[src/rtl/div_sequencer.sv]
`default_nettype none
// ============================================================================
// div_sequencer : RV32M DIV/DIVU/REM/REMU multi-cycle controller with a
//                 radix-2 restoring datapath and held quotient/remainder regs.
// Revision      : 1.0
// ============================================================================
module div_sequencer #(
   parameter int XLEN = 32,
   parameter int CNTW = 6
) (
   input  logic            CLK,
   input  logic            RST,
   input  logic            DivStartE,
   input  logic            DivSignedE,
   input  logic            RemSelE,
   input  logic [XLEN-1:0] SrcAE,
   input  logic [XLEN-1:0] SrcBE,
   input  logic            AbortE,
   output logic            DivStallE,
   output logic            DivValidE,
   output logic            DivBusyE,
   output logic [XLEN-1:0] DivResultE
);

   typedef enum logic [1:0] {
      IDLE = 2'd0,
      BUSY = 2'd1,
      DONE = 2'd2
   } state_t;

   localparam logic [XLEN-1:0] c_min_int  = {1'b1, {(XLEN-1){1'b0}}};
   localparam logic [CNTW-1:0] c_last_cnt = CNTW'(XLEN-1);

   state_t          state_q, state_d;
   logic [CNTW-1:0] cnt_q,   cnt_d;
   logic [XLEN-1:0] p_q,     p_d;
   logic [XLEN-1:0] d_q,     d_d;
   logic [XLEN-1:0] b_q,     b_d;
   logic            negq_q,  negq_d;
   logic            negr_q,  negr_d;
   logic [XLEN-1:0] quo_q,   quo_d;
   logic [XLEN-1:0] rem_q,   rem_d;

   logic [XLEN-1:0] abs_a, abs_b;
   logic [XLEN:0]   shifted, diff;
   logic            qbit;
   logic [XLEN-1:0] p_next, d_next;

   // Magnitudes of the incoming operands (only negated for signed ops)
   assign abs_a = (DivSignedE && SrcAE[XLEN-1]) ? -SrcAE : SrcAE;
   assign abs_b = (DivSignedE && SrcBE[XLEN-1]) ? -SrcBE : SrcBE;

   // One restoring step: the XLEN+1-bit difference's MSB is its sign
   assign shifted = {p_q, d_q[XLEN-1]};
   assign diff    = shifted - {1'b0, b_q};
   assign qbit    = ~diff[XLEN];
   assign p_next  = qbit ? diff[XLEN-1:0] : shifted[XLEN-1:0];
   assign d_next  = {d_q[XLEN-2:0], qbit};

   always_comb begin
      state_d = state_q;
      cnt_d   = cnt_q;
      p_d     = p_q;
      d_d     = d_q;
      b_d     = b_q;
      negq_d  = negq_q;
      negr_d  = negr_q;
      quo_d   = quo_q;
      rem_d   = rem_q;

      if (AbortE) begin
         state_d = IDLE;
      end else begin
         case (state_q)
            IDLE: begin
               if (DivStartE) begin
                  b_d    = abs_b;
                  negq_d = DivSignedE & (SrcAE[XLEN-1] ^ SrcBE[XLEN-1]);
                  negr_d = DivSignedE & SrcAE[XLEN-1];
                  if (SrcBE == '0) begin
                     quo_d   = '1;
                     rem_d   = SrcAE;
                     state_d = DONE;
                  end else if (DivSignedE && SrcAE == c_min_int && SrcBE == '1) begin
                     quo_d   = c_min_int;
                     rem_d   = '0;
                     state_d = DONE;
                  end else begin
                     cnt_d   = '0;
                     p_d     = '0;
                     d_d     = abs_a;
                     state_d = BUSY;
                  end
               end
            end
            BUSY: begin
               p_d   = p_next;
               d_d   = d_next;
               cnt_d = cnt_q + CNTW'(1);
               if (cnt_q == c_last_cnt) begin
                  quo_d   = negq_q ? -d_next : d_next;
                  rem_d   = negr_q ? -p_next : p_next;
                  state_d = DONE;
               end
            end
            default: state_d = IDLE;
         endcase
      end
   end

   always_ff @(posedge CLK) begin
      if (RST) begin
         state_q <= IDLE;
         cnt_q   <= '0;
         p_q     <= '0;
         d_q     <= '0;
         b_q     <= '0;
         negq_q  <= 1'b0;
         negr_q  <= 1'b0;
         quo_q   <= '0;
         rem_q   <= '0;
      end else begin
         state_q <= state_d;
         cnt_q   <= cnt_d;
         p_q     <= p_d;
         d_q     <= d_d;
         b_q     <= b_d;
         negq_q  <= negq_d;
         negr_q  <= negr_d;
         quo_q   <= quo_d;
         rem_q   <= rem_d;
      end
   end

   // The start cycle itself is stalled so the instruction stays in E
   assign DivStallE  = ((state_q == IDLE) && DivStartE && !AbortE) || (state_q == BUSY);
   assign DivValidE  = (state_q == DONE);
   assign DivBusyE   = (state_q == BUSY);
   assign DivResultE = RemSelE ? rem_q : quo_q;

endmodule
`default_nettype wire

[config.mk]
export PLATFORM = sky130hd
export DESIGN_NAME = div_sequencer
export DESIGN_NICKNAME = d
export VERILOG_FILES = /design/src/rtl/div_sequencer.sv
export SDC_FILE = /design/constraint.sdc
export NUM_CORES = 1
export LEC_CHECK = 0
export CAP_MARGIN = 20
export CORE_MARGIN = 2
export CORE_UTILIZATION = 60
export CTS_CLUSTER_SIZE = 8
export DETAILED_ROUTE_END_ITERATION = 6
export DONT_BUFFER_PORTS = 1
export PLACE_DENSITY = 0.85
export SETUP_SLACK_MARGIN = 0.02
export SYNTH_ARGS = -nofsm -noshare
export SYNTH_HDL_FRONTEND = slang
export SYNTH_SLANG_ARGS = --single-unit
[constraint.sdc]
create_clock -name CLK -period 11.85 [get_ports CLK]
set_input_delay 3.555 -clock CLK [delete_from_list [all_inputs] [get_ports CLK]]
set_output_delay 3.555 -clock CLK [all_outputs]
set_load 0.01 [all_outputs]
Yosys cells after proc, flatten, opt, wreduce, memory -nomap -nowiden
Cells that the tools add are included.
{"block": "totals", "regBits": 170, "output_inout_bits": 35}
{"block": "op_classes", "n_addsub": 6, "n_eq_ne": 10, "mux": 33, "bitwise": 5, "reduce_logical": 16}
{"cell": "$mux 32", "n": 20}
{"cell": "$pmux 32 s2", "n": 4}
{"cell": "$neg 32->32", "n": 4}
{"cell": "$eq 32x32->1 const B", "n": 2}
{"cell": "$sub 33x32->33", "n": 1}
{"cell": "$logic_not 32->1", "n": 1}
{"cell": "$mux 6", "n": 3}
{"cell": "$pmux 6 s2", "n": 1}
{"cell": "$reduce_and 5->1", "n": 2}
{"cell": "$mux 2", "n": 4}
{"cell": "$add 6x1->6 const B", "n": 1}
{"cell": "$eq 6x5->1 const B", "n": 1}
{"cell": "$logic_and 1x1->1", "n": 6}
{"cell": "$ne 2x2->1 const B", "n": 3}
{"cell": "$pmux 2 s2", "n": 1}
{"cell": "$ne 3x3->1 const B", "n": 1}
{"cell": "$reduce_and 3->1", "n": 1}
{"cell": "$and 1x1->1", "n": 2}
{"cell": "$eq 2x1->1 const B", "n": 1}
{"cell": "$eq 2x2->1 const B", "n": 1}
{"cell": "$logic_not 2->1", "n": 1}
{"cell": "$ne 2x1->1 const B", "n": 1}
{"cell": "$not 1->1", "n": 2}
{"cell": "$reduce_and 2->1", "n": 1}
{"cell": "other kinds (5)", "n": 5}

Depth between registers and ports, before layout
{"block": "depth", "word_depth": 7, "ltp_mapped": 25, "depth_no_buf": 21}

Least setup slack after synthesis
No wires, ideal clock.
{"block": "synth_timing", "path_kind": "input-to-output", "start": "input RemSelE", "end": "output DivResultE[10]", "arrival_time_ns": 4.532, "required_time_ns": 8.295, "setup_slack_ns": 3.763, "path_stages": 3, "path_buffers": 2, "cell_sequence": "clkbuf_1 > buf_1 > mux2_2"}
{"block": "synth_between", "elab_chain_len": 1}
{"item": "start, declared", "line_no": "15", "text": "input logic RemSelE,"}
{"item": "$mux 32", "line_no": "139", "text": "assign DivResultE = RemSelE ? rem_q : quo_q;"}
{"item": "end, declared", "line_no": "22", "text": "output logic [XLEN-1:0] DivResultE"}
No other way between the ends.

Worst setup path in the final report
{"block": "layout_timing", "start": "input DivStartE", "end": "output DivStallE"}
{"block": "layout_between", "elab_chain_len": 3}
{"item": "start, declared", "line_no": "13", "text": "input logic DivStartE,"}
{"item": "$logic_and 1x1->1 (2 in series)", "line_no": "136", "text": "assign DivStallE = ((state_q == IDLE) && DivStartE && !AbortE) || (state_q == BUSY);"}
{"item": "$logic_or 1x1->1", "line_no": "136"}
{"item": "end, declared", "line_no": "19", "text": "output logic DivStallE,"}
No other way between the ends.

==> run summary <==
Clock network
- **Clk pin slew, worst setup/hold paths** 80 ps
- **CTS H-Tree Depth** 4
- **number of instances resized during post-cts repair** 0
- **TritonCTS clock tree** built
- **worst skew pair latency** 450 ps
- **total clock sinks** 170
- **number of buffers inserted for hold repair after clock tree synthesis** 0
- **Root Driver** clkbuf_16
- **total setup buffers inserted after CTS** 0
- **Bufs on Longest Clock Path** 2
- **total CTS buffers** 17

Critical path
- **critical path launch point type** input port
- **Data arrival, critical path** 4220 ps
- **CP endpoint kind** output pin
- **delay of the slowest critical-path stage** 420 ps
- **cell depth of the worst setup path** 3
- **crit path cell chain** nand2_1 > or2_2 > nand2_1
- **most numerous cell on the critical path** nand2_1
- **highest net fanout along the worst path** 14
- **startpoint-to-endpoint class of the critical path** input port to output pin
- **master of the slowest instance on the critical path** or2_2
- **kind of cell adding the most delay to the critical path** simple AND/OR/NAND/NOR gates
- **CP Data Required Time** 8300 ps
- **combined buffer and inverter count along the critical path** 0
- **source of the critical timing path** DivStartE
- **startpoint of the lowest-slack register-to-register path** d_q[31]
- **path depth of the worst reg2reg path** 24

Routing
- **WL per Instance** 22.0 µm
- **via total after detailed routing** 13.3k
- **DRC violation count after routing** 0
- **Via-to-Cell Ratio** 6.87
- **Routed Antenna Nets** 0
- **drt total wl** 42600 µm
- **drt pass-1 iters** 7
- **number of design-rule violations left by the first detailed-router iteration** 1894

Logic synthesis
- **net count after synthesis** 1844
- **proportion of register bits with asynchronous set or reset after synthesis** 0%
- **number of enable flip-flop cells after synthesis** 0
- **synth warn** 0
- **Mean Syn Cell Area** 7.47 µm²
- **flip-flop cell with the highest count after synthesis** dfxtp_1
- **count of distinct cell types in the synthesized netlist** 92
- **share of the yosys chip area belonging to registers** 26.3%
- **Post-Syn Area** 13000 µm²
- **Syn Inst Count** 1735
- **count of state elements after synthesis** 170

Layout
- **share of cells above drive strength 1** 8.36%
- **Layout area overhead** 4.20%
- **number of diodes** 0
- **Layout Utilization** 64.0%
- **total number of nets in the final design** 1758

Global route
- **global routing's busiest layer** met2
- **total global routing overflow** 0
- **met1 demand-to-capacity share in global routing** 51.3%
- **global routing met3 resource utilization** 8.04%
- **wire length of the first global-routing pass** 65900 µm
- **met2 Track Usage GR** 55.3%
- **GRT Util Overall** 37.0%
- **initial antenna violation count** 1
- **pin count of the biggest net entering global routing** 173
- **via count of the first global-routing pass** 11.9k

STA
- **pin slew with the least headroom to its limit** 1130 ps
- **Post-Route Skew** 15.1 ps
- **worst-case setup margin in the final layout** 4070 ps
- **Max-Slew Margin vs Limit** 24.3%
- **final-report max-slew violation count** 0
- **RSZ-0062 raised after global routing** false
- **share of the clock period used by the worst path after layout** 65.6%
- **TNS Setup** 0 ps
- **post-route minimum period** 7780 ps
- **FMAX** 129 MHz
- **number of hold violations in the final report** 0
- **number of setup violations in the final report** 0

Floorplanning
- **Floorplan Core Area** 21100 µm²
- **num rows** 53
- **horizontal die dimension** 151 µm
- **die area** 22800 µm²
- **die extent in y** 151 µm
- **boundary pin count** 105
- **starting density of the core** 61.4%

Hold path
- **Min-Delay Path Depth** 2
- **startpoint of the most critical hold path** quo_q[25]
- **Hold WC Path Type** flip-flop to flip-flop

Place
- **DP Worst Slack** 4070 ps
- **routability cong.** 1.01
- **Buffers on Ports** 0
- **post-DP HPWL** 30500 µm

Pwr
- **Lkg Pwr** 4.91 nW
- **power density cells** 115 nW/µm²
- **maximum resistive drop on vdd** 0.0000910 V

Run status
- **result of the run** complete, no violations

Run
- **reported max-cap violation count** 0

report_power, final:
| group | internal (W) | switching (W) |
|---|---|---|
| registers | 0.000592 | 0.0000218 |
| clock network | 0.000324 | 0.000286 |
| logic | 0.000114 | 0.000214 |
| total | 0.00103 | 0.000521 |
cell families after synthesis:
| logic type | count (synthesis) | share of synthesized area, % |
|---|---|---|
| simple gates | 664 | 24.7 |
| buf+inv | 173 | 6.19 |
| fa+ha+maj | 39 | 3.83 |
| xor+xnor | 123 | 8.32 |
| compound gates | 508 | 25.8 |
| mux | 58 | 4.86 |
| flops | 170 | 26.3 |
worst min-delay path: stages, from the launching register on:
cell and delay (ps):
dfxtp_1 320, nand2_1 50, a21oi_1 50
area by class of cell:
type / instances / area (µm²)
fillers: 1830 / 7590
multi-input cells: 1392 / 8780
flip-flops and latches: 170 / 3400
well taps: 275 / 344
clock inverters: 15 / 208
clock buffers: 17 / 425
repair buffers: 16 / 144
inverters: 52 / 195
cell usage after synthesis, types with 4 or more instances:
cell type / number / area share (%)
dfxtp_1: 170 / 26
a221oi_1: 13 / 0.88
nand3_1: 64 / 2.5
clkbuf_8: 6 / 0.64
nor2b_1: 6 / 0.29
o21ai_0: 68 / 2.6
o21ai_1: 5 / 0.19
buf_1: 10 / 0.29
nand3b_1: 6 / 0.35
buf_2: 27 / 1.0
o21ai_2: 4 / 0.27
a211oi_1: 62 / 3.6
a21oi_1: 181 / 7.0
a21o_1: 12 / 0.70
or2_2: 8 / 0.39
xor2_1: 63 / 4.3
and3_1: 9 / 0.43
mux2i_1: 19 / 1.5
nand2b_1: 14 / 0.68
ha_1: 38 / 3.7
clkbuf_1: 68 / 2.0
o211ai_1: 37 / 2.1
and2_1: 12 / 0.58
mux2_2: 39 / 3.4
o31ai_1: 23 / 1.3
buf_4: 4 / 0.23
nor3_1: 69 / 2.7
o41ai_1: 15 / 1.0
a21boi_0: 6 / 0.35
nand2_1: 182 / 5.3
nor2_1: 180 / 5.2
inv_1: 51 / 1.5
nand4_1: 26 / 1.3
a311oi_1: 9 / 0.61
o2111ai_1: 4 / 0.27
o21a_1: 7 / 0.41
nor4_1: 25 / 1.2
a21o_2: 5 / 0.34
a31oi_1: 15 / 0.72
buf_6: 5 / 0.43
or4_1: 11 / 0.64
or3_1: 26 / 1.3
xnor2_1: 60 / 4.1
flip-flops by register name (all words and copies together), names as in the netlist:
name	count
d_q	32
negq_q	1
cnt_q	6
negr_q	1
rem_q	32
state_q	2
b_q	32
quo_q	32
p_q	32
placed cells by master (no fill, tap or decap), types with 11 or more instances in the layout:
master,Yosys,final
a211oi_1,62,62
a21o_1,12,11
a21oi_1,181,180
a221oi_1,13,13
a31oi_1,15,15
and2_1,12,12
buf_4,4,13
clkbuf_16,0,17
dfxtp_1,170,170
ha_1,38,38
inv_1,51,50
mux2_2,39,39
mux2i_1,19,19
nand2_1,182,182
nand2b_1,14,12
nand3_1,64,64
nand4_1,26,26
nor2_1,180,179
nor3_1,69,68
nor4_1,25,25
o211ai_1,37,37
o21ai_0,68,68
o31ai_1,23,23
o41ai_1,15,15
or3_1,26,26
or4_1,11,11
xnor2_1,60,60
xor2_1,63,63
final timing paths:
| check | endpoint | slack (ps) |
|---|---|---|
| setup / recovery | DivStallE | 4070 |
| setup reg to reg | rem_q[22] | 5380 |
| hold / removal | quo_q[25] | 460 |
| hold reg to reg | quo_q[25] | 460 |
routing by layer:
metal,up-vias,wire [µm]
li1,6158,-
met1,6103,17300
met2,885,18400
met3,163,5070
met4,2,1900
met5,-,9
per-stage QoR:
step	power, W	hold slack, ps	cells	cell area [µm²]
after floorplan	0.000868	429	1735	13000
after global placement	0.000931	437	1902	12800
after detailed placement	0.000935	441	1902	12800
after CTS	0.00153	457	1934	13500
after global routing	0.00159	477	1937	13500
final	0.00155	458	1937	13500
(Power assumes the default switching activity.)
